$ cat src/rtl/seq_rca_addsub_pkg.sv
// ============================================================================
// seq_rca_addsub_pkg : op encodings and FSM states for seq_rca_addsub
// Revision: 1.0
// ============================================================================
`default_nettype none

package seq_rca_addsub_pkg;

  localparam logic OP_ADD = 1'b0;
  localparam logic OP_SUB = 1'b1;

  typedef enum logic [1:0] {
    S_IDLE = 2'd0,
    S_RUN  = 2'd1,
    S_DONE = 2'd2
  } state_e;

endpackage

`default_nettype wire

$ cat src/rtl/seq_rca_addsub_rca_slice.sv
// ============================================================================
// rca_slice : CHUNK-bit ripple-carry adder built from full-adder cells
// Revision: 1.0
// ============================================================================
`default_nettype none

module fa (
  input  logic a,
  input  logic b,
  input  logic ci,
  output logic s,
  output logic co
);

  assign s  = a ^ b ^ ci;
  assign co = (a & b) | (ci & (a ^ b));

endmodule

module rca_slice #(
  parameter int CHUNK = 8
) (
  input  logic [CHUNK-1:0] a,
  input  logic [CHUNK-1:0] b,
  input  logic             cin,
  output logic [CHUNK-1:0] s,
  output logic             co,
  output logic             c_msb_in
);

  logic [CHUNK:0] w_c;

  assign w_c[0] = cin;

  for (genvar i = 0; i < CHUNK; i++) begin : g_bit
    fa u_fa (
      .a  (a[i]),
      .b  (b[i]),
      .ci (w_c[i]),
      .s  (s[i]),
      .co (w_c[i+1])
    );
  end

  assign co       = w_c[CHUNK];
  // Carry into the top bit, paired with co to detect signed overflow.
  assign c_msb_in = w_c[CHUNK-1];

endmodule

`default_nettype wire

$ cat src/rtl/seq_rca_addsub.sv
// ============================================================================
// seq_rca_addsub : multi-cycle ripple-carry adder/subtractor, CHUNK bits/clock
// Revision: 1.0
// ============================================================================
`default_nettype none

module seq_rca_addsub
  import seq_rca_addsub_pkg::*;
#(
  parameter int WIDTH = 32,
  parameter int CHUNK = 8
) (
  input  logic             clk,
  input  logic             reset_n,
  input  logic             start,
  input  logic             op_sub,
  input  logic [WIDTH-1:0] a,
  input  logic [WIDTH-1:0] b,
  input  logic             cin,
  output logic             busy,
  output logic             done,
  output logic [WIDTH-1:0] y,
  output logic             co,
  output logic             ovf
);

  localparam int NCHUNK = WIDTH / CHUNK;
  localparam int CNT_W  = (NCHUNK > 1) ? $clog2(NCHUNK) : 1;

  state_e             state_q, state_d;
  logic [WIDTH-1:0]   a_q, a_d, b_q, b_d, res_q, res_d;
  logic               carry_q, carry_d;
  logic [CNT_W-1:0]   k_q, k_d;
  logic [WIDTH-1:0]   y_q, y_d;
  logic               co_q, co_d, ovf_q, ovf_d;
  logic               accept;

  logic [CHUNK-1:0]   w_sum;
  logic               w_sco, w_smsb;
  logic [WIDTH-1:0]   w_res_shift;

  rca_slice #(.CHUNK(CHUNK)) u_slice (
    .a        (a_q[CHUNK-1:0]),
    .b        (b_q[CHUNK-1:0]),
    .cin      (carry_q),
    .s        (w_sum),
    .co       (w_sco),
    .c_msb_in (w_smsb)
  );

  // New slice enters at the top so the LSB slice ends up at the bottom.
  if (NCHUNK == 1) begin : g_single
    assign w_res_shift = w_sum;
  end else begin : g_multi
    assign w_res_shift = {w_sum, res_q[WIDTH-1:CHUNK]};
  end

  always_comb begin
    state_d = state_q;
    a_d     = a_q;
    b_d     = b_q;
    res_d   = res_q;
    carry_d = carry_q;
    k_d     = k_q;
    y_d     = y_q;
    co_d    = co_q;
    ovf_d   = ovf_q;
    accept  = 1'b0;

    unique case (state_q)
      S_IDLE: accept = start;
      S_RUN: begin
        a_d     = a_q >> CHUNK;
        b_d     = b_q >> CHUNK;
        res_d   = w_res_shift;
        carry_d = w_sco;
        k_d     = k_q + CNT_W'(1);
        if (k_q == CNT_W'(NCHUNK - 1)) begin
          state_d = S_DONE;
          y_d     = w_res_shift;
          co_d    = w_sco;
          ovf_d   = w_smsb ^ w_sco;
        end
      end
      S_DONE: begin
        accept = start;
        if (!start) state_d = S_IDLE;
      end
      default: state_d = S_IDLE;
    endcase

    if (accept) begin
      state_d = S_RUN;
      a_d     = a;
      k_d     = '0;
      if (op_sub == OP_SUB) begin
        b_d     = ~b;
        carry_d = 1'b1;
      end else begin
        b_d     = b;
        carry_d = cin;
      end
    end
  end

  always_ff @(posedge clk or negedge reset_n) begin
    if (!reset_n) begin
      state_q <= S_IDLE;
      a_q     <= '0;
      b_q     <= '0;
      res_q   <= '0;
      carry_q <= 1'b0;
      k_q     <= '0;
      y_q     <= '0;
      co_q    <= 1'b0;
      ovf_q   <= 1'b0;
    end else begin
      state_q <= state_d;
      a_q     <= a_d;
      b_q     <= b_d;
      res_q   <= res_d;
      carry_q <= carry_d;
      k_q     <= k_d;
      y_q     <= y_d;
      co_q    <= co_d;
      ovf_q   <= ovf_d;
    end
  end

  assign busy = (state_q == S_RUN);
  assign done = (state_q == S_DONE);
  assign y    = y_q;
  assign co   = co_q;
  assign ovf  = ovf_q;

endmodule

`default_nettype wire

$ cat config.mk
export PLATFORM = sky130hd
export DESIGN_NAME = seq_rca_addsub
export DESIGN_NICKNAME = d
export VERILOG_FILES = /design/src/rtl/seq_rca_addsub_pkg.sv /design/src/rtl/seq_rca_addsub_rca_slice.sv /design/src/rtl/seq_rca_addsub.sv
export SDC_FILE = /design/constraint.sdc
export NUM_CORES = 1
export LEC_CHECK = 0
export CELL_PAD_IN_SITES_DETAIL_PLACEMENT = 1
export CELL_PAD_IN_SITES_GLOBAL_PLACEMENT = 1
export CORE_UTILIZATION = 40
export CTS_CLUSTER_SIZE = 12
export DETAILED_ROUTE_END_ITERATION = 7
export MAX_ROUTING_LAYER = met4
export PLACE_DENSITY_LB_ADDON = 0.1
export SYNTH_ARGS = -nofsm -noshare
export SYNTH_HDL_FRONTEND = slang
export SYNTH_SLANG_ARGS = --single-unit
$ cat constraint.sdc
create_clock -name clk -period 5.38 [get_ports clk]
set_clock_uncertainty 0.2 [all_clocks]
set_input_delay 1.076 -clock clk [delete_from_list [all_inputs] [get_ports clk]]
set_output_delay 1.076 -clock clk [all_outputs]
set_load 0.01 [all_outputs]
==> results of run 1 <==
## registers in the layout (all words and copies together) (netlist names), 2 cells and up
| name | cells |
|---|---|
| res_q | 24 |
| b_q | 32 |
| a_q | 32 |
| y | 32 |
| state_q | 2 |
| k_q | 2 |
## path summary, 6_finish.rpt
| check | from | end | depth (start not counted) |
|---|---|---|---|
| max | carry_q | y[31] | 12 |
| min | res_q[10] | res_q[10] | 2 |
| max reg2reg | carry_q | y[31] | 12 |
| min reg2reg | res_q[10] | res_q[10] | 2 |
| max in group asynchronous | reset_n | b_q[14] | 2 |
| min in group asynchronous | reset_n | y[13] | 1 |
## Yosys cell counts
master and n:
dfrtp_1 127, buf_1 1, mux2_2 30, nor2_2 1
xnor2_1 24, o21ai_0 9, a221o_1 26, fa_1 8
nor2_1 24, nand3b_1 1, buf_6 3, buf_4 1
nand3_1 24, ha_1 1, xor2_1 9, a22o_1 17
nor3_1 2, o211ai_1 1, a22oi_1 22, inv_1 8
inv_2 1, buf_2 21, nor2b_1 2, clkbuf_1 10
nand2b_1 2, nand2_1 94
## stage by stage
step	hold slack (ps)	cells
floorplan	241.8	469
global placement	257.7	718
detailed placement	269.6	718
CTS	283.8	749
global route	303.7	749
finish	277.1	749
## final cells by class
class                      instances  share of cell area (%)
tap                              176                   3.110
multi-input combinational        297                   29.03
clock buffer                      24                   6.802
sequential                       127                   44.88
inverter                           9                  0.4770
timing repair buffer             109                   15.18
clock inverter                     7                  0.5300
## metal layers
metal	up-vias	GRT usage (%)
met4	0	9.652
met3	20	4.006
met2	87	32.86
met5	-	-
met1	1947	24.71
li1	1799	-
## power by group through the flow
stage                     registers, mW  clock network, mW  logic [mW]
after global routing               1.74               1.07        1.87
after global placement             1.68                  0        1.65
after CTS                          1.69               1.03        1.71
final                              1.68               1.01        1.66
after floorplan                    1.66                  0        1.08
after detailed placement           1.70                  0        1.70
## critical path, delay by kind of cell (launching register included)
family | cells | cell delay [ps]
adders and majority gates | 8 | 3410
buffers and inverters | 3 | 240
AOI/OAI and AO/OA | 1 | 190
DFF | 1 | 380
## logic make-up after synthesis
logic type / after synthesis / synth area share (%)
AOI/OAI and AO/OA: 75 / 11.53
xor gates and xnor gates: 33 / 5.315
adders and majority gates: 9 / 3.175
buffers and inverters: 45 / 4.073
DFF: 127 / 58.44
muxes: 30 / 6.213
and+or+nand+nor: 150 / 11.25
==> flow_summary_export.csv, run 1 <==
group,metric,value,unit
die,initial_core_util,41.06,%
worst_setup_path,crit_chain,"inv_1 -> fa_1 -> inv_1 -> fa_1 -> fa_1 -> fa_1 -> fa_1 -> fa_1 -> fa_1 -> inv_1 -> fa_1 -> o21ai_0",
global_route,gr-total-overflow,0,
power_and_ir_drop,vdd_ir_drop_max,0.0002408,V
sta,final.min_clock_period,4501,ps
die,floorplan.rows,42,
flow_run,cap_violations,0,
worst_setup_path,crit_path_end_kind,"register",
drt,dr.pass1.iters,4,
clocking,cts_setup_buffers,0,
power_and_ir_drop,powerDensity,614.2,nW/um^2
drt,drcViolationCount,0,
die,die-height,118.6,microns
clocking,clock-sinks,127,
synthesis,synthTopCellsByArea,"dfrtp_1, nand2_1, mux2_2, a221o_1, xnor2_1",
synthesis,syn_avg_cell_area,11.59,sq um
power_and_ir_drop,total_leakage_power,3.234,nW
final_layout,postLayoutCoreUtil,53.48,%
sta,relSlewSlack,32.03,%
drt,vias,3853,
worst_setup_path,cp.arrival,4630,ps
final_layout,fin_area,7082,sq um
drt,dr_wl_met3,447,microns
synthesis,synthDistinctLibCells,26,
placement,place_ws,844.8,ps
sta,slew_viol_final,0,
power_and_ir_drop,pwr-share-seq,38.7,%
final_layout,register_area,3178,sq um
clocking,clkLatencyLatePin,410,ps
synthesis,synth_top_cell_by_area,"dfrtp_1",
placement,gp_congestion,0.7886,
final_layout,multi_input_area,2056,sq um
power_and_ir_drop,power_switching,1.532,mW
sta,setup_ws,879.3,ps
worst_hold_path,hold_path_class,"register to register",
final_layout,layout_commonest_cell,"dfrtp_1",
worst_setup_path,critPathRequiredTime,5510,ps
synthesis,synth_area,5438,sq um
synthesis,yosysWarnings,0,
synthesis,syn_nets,547,
power_and_ir_drop,internal-power,2.817,mW
sta,worst_slew_pin_slew,1017,ps
drt,wl_per_cell,16.86,microns
sta,setup_viol,0,
worst_setup_path,crit_fanout,2,
final_layout,mostFrequentLayoutCells,"dfrtp_1, clkdlybuf4s50_1, nand2_1, mux2_2, a221o_1",
global_route,grt_max_degree,94,
global_route,antenna_found_initial,0,
clocking,root_buffer,"clkbuf_16",
worst_setup_path,crit_slowest_cell,"fa_1",
final_layout,drive_above_1_share,12.04,%
drt,vias_per_cell,5.144,
final_layout,nNetsFinal,639,
die,pin_count,105,
placement,dpl_cell_area,6563,sq um
synthesis,seq_area_frac_synth,58.44,%
drt,wl_met1,5625,microns
global_route,grt_pass1_vias,4142,
global_route,grt_pass1_wl,21350,microns
final_layout,fillCellCount,1450,
drt,wirelength,12630,microns
final_layout,num_antenna_cells,0,
worst_setup_path,r2r_slack,880,ps
sta,rsz0062_at_grt,"false",
clocking,ctsLongestPathBuffers,2,
worst_setup_path,cpMostUsedCell,"fa_1",
die,die_x,118.6,microns
clocking,htreeDepth,4,
synthesis,synth-seq-cells,127,
power_and_ir_drop,total_power,4.349,mW
drt,top_layer,"met4",
global_route,track_usage,20.41,%
synthesis,synth_top_cell_area_share,58.44,%
sta,clock.fmax,222.2,MHz
worst_setup_path,worstSetupPathType,"register to register",
clocking,clkTransAtPathRegs,50,ps
status,outcome,"complete, no violations",
clocking,cts_tree,"yes",
placement,portBuffers,104,
drt,wl_met2,6273,microns
sta,hold_viol_final,0,
worst_setup_path,slowest_delay,490,ps
clocking,cts_resized,0,
power_and_ir_drop,combPwrFrac,38.2,%
placement,post-dp-hpwl,8205,microns
final_layout,syn2layout_area_growth,30.23,%
power_and_ir_drop,swShare,35.23,%
synthesis,synthCells,469,
die,die_area,14060,sq um
worst_setup_path,crit_path_start_kind,"register",
power_and_ir_drop,p_clk_share,23.2,%
clocking,numCtsBuffers,17,
sta,min_period_over_period,83.66,%
die,core_area,13240,sq um
drt,drtAntennaViolNets,0,
drt,drtIter0Drc,224,
sta,setup_tns,0,ps
clocking,holdBufCountCts,0,
(Power assumes the default switching activity.)
==> inputs of run 2 (changes only) <==
- clock period: 5.38 -> 4.65 ns (I/O delays scaled with it)
==> run 2 against run 1 <==
Compared with the run above: register-to-register slack worse by 640 ps; wire length increased by 3.4%; non-clock buffer count unchanged; cell count grew 0.13%; die area is the same; core utilization is 0.94 points higher; clock power grew 42%; largest cell class unchanged; largest power group is now combinational logic.
==> flow_summary_export.csv, run 2 (synthesis gave the netlist of run 1 again) <==
group,metric,value,unit
worst_setup_path,critPathRequiredTime,4770,ps
worst_setup_path,r2r_start,"carry_q",
sta,final.min_clock_period,4410,ps
final_layout,syn2layout_area_growth,32.54,%
placement,dpl_cell_area,6563,sq um
power_and_ir_drop,p_clk_share,26.8,%
worst_setup_path,rr_worst_depth,12,
clocking,root_buffer,"clkbuf_16",
drt,drcViolationCount,0,
die,floorplan.rows,42,
die,die-height,118.6,microns
final_layout,layout_commonest_cell,"dfrtp_1",
power_and_ir_drop,pwr-share-seq,36.5,%
worst_setup_path,cp.arrival,4530,ps
final_layout,stdcell_count,750,
worst_setup_path,crit_path_end_kind,"register",
power_and_ir_drop,combPwrFrac,36.7,%
power_and_ir_drop,total_leakage_power,3.282,nW
worst_setup_path,crit_path_start_kind,"register",
die,initial_core_util,41.06,%
drt,drtAntennaViolNets,0,
sta,setup_tns,0,ps
global_route,antenna_found_initial,0,
sta,worst_slew_pin_slew,1020,ps
global_route,grt_pass1_vias,4250,
drt,vias_per_cell,5.167,
power_and_ir_drop,vdd_ir_drop_max,0.0002958,V
clocking,numCtsBuffers,17,
power_and_ir_drop,total_power,5.331,mW
worst_setup_path,worstSetupPathType,"register to register",
sta,relSlewSlack,32.02,%
global_route,grt_max_degree,104,
clocking,cts_tree,"yes",
placement,portBuffers,104,
sta,rsz0062_at_grt,"false",
placement,dpl.cell_count,718,
clocking,clock-sinks,127,
drt,dr.pass1.iters,4,
clocking,ctsLongestPathBuffers,2,
power_and_ir_drop,internal-power,3.503,mW
final_layout,fin_area,7207,sq um
clocking,htreeDepth,4,
flow_run,cap_violations,0,
clocking,clkLatencyLatePin,410,ps
power_and_ir_drop,swShare,34.28,%
power_and_ir_drop,power_switching,1.827,mW
sta,whs,284.8,ps
final_layout,num_antenna_cells,0,
final_layout,nNetsFinal,639,
die,pin_count,105,
worst_setup_path,r2r_slack,240,ps
die,die_x,118.6,microns
drt,wl_per_cell,17.41,microns
final_layout,mostFrequentLayoutCells,"dfrtp_1, clkdlybuf4s50_1, nand2_1, mux2_2, a221o_1",
worst_setup_path,r2r_end,"res_q[31]",
sta,clock.fmax,226.8,MHz
power_and_ir_drop,powerDensity,739.7,nW/um^2
global_route,grt_pass1_wl,22060,microns
drt,vias,3875,
global_route,gr-total-overflow,0,
placement,post-dp-hpwl,8130,microns
final_layout,drive_above_1_share,12.89,%
sta,hold_viol_final,0,
status,outcome,"complete, no violations",
worst_hold_path,whs_path_depth,2,
die,die_area,14060,sq um
placement,gp_congestion,0.7857,
drt,drtIter0Drc,230,
clocking,holdBufCountCts,0,
clocking,clkTransAtPathRegs,50,ps
sta,min_period_over_period,94.84,%
worst_hold_path,worstHoldStart,"res_q[12]",
worst_hold_path,min_to,"res_q[12]",
drt,wirelength,13060,microns
sta,setup_viol,0,
global_route,track_usage,20.79,%
sta,slew_viol_final,0,
die,core_area,13240,sq um
worst_hold_path,hold_path_class,"register to register",
worst_setup_path,crit_fanout,2,
-- run 2: what timing repair did --
| action | CTS | global route |
|---|---|---|
| setup endpoints to repair | 0 | 2 |
| buffers inserted | 0 | 0 |
| gates resized for setup | 0 | 1 |
-- run 2: metal layers --
metal | vias to the layer above | track usage [%] | wire [microns]
met4 | 0 | 6.646 | 176
li1 | 1804 | - | -
met3 | 15 | 4.537 | 518
met5 | - | - | 0
met2 | 83 | 33.44 | 6494
met1 | 1973 | 26.19 | 5868
-- run 2: final cells by class --
cell class,instances,area (sq um)
fillers,1400,6036
well taps,176,220.2
repair buffers,109,1075
flip-flops and latches,127,3178
clock buffers,22,484.2
inverters,9,33.78
multi-input cells,297,2058
clock inverters,10,157.7
-- run 2: power by group through the flow --
stage                     combinational (mW)  sequential (mW)  clock [mW]
after CTS                               2.01             1.96        1.45
after floorplan                         1.25             1.92           0
after global routing                    2.18             2.01        1.49
after detailed placement                1.97             1.97           0
final                                   1.96             1.95        1.43
after global placement                  1.91             1.94           0
-- run 2: per-stage QoR --
| stage | worst slack (ps) | util, % |
|---|---|---|
| global placement | 269.4 | 49.56 |
| finish | 240.1 | 54.42 |
| global route | 32.49 | 54.42 |
| detailed placement | 166.7 | 49.56 |
| floorplan | 404.4 | - |
| CTS | 119.1 | 54.40 |
-- run 2: worst max path at each step --
stage,slack [ps],from,depth (start not counted),endpoint
after floorplan,400,carry_q,12,res_q[31]
after global placement,270,carry_q,12,res_q[31]
after detailed placement,170,carry_q,12,res_q[31]
after CTS,120,a_q[0],12,res_q[31]
after global routing,30,carry_q,12,res_q[31]
final,240,carry_q,12,res_q[31]
-- run 2: worst max-delay path, cell delays in order, from the launching register on --
cell and delay, ps:
dfrtp_1 370, inv_1 80, fa_1 180, inv_1 60
fa_1 450, fa_1 460, fa_1 470, fa_1 470
fa_1 470, fa_2 420, inv_1 90, fa_1 410
o21ai_0 180
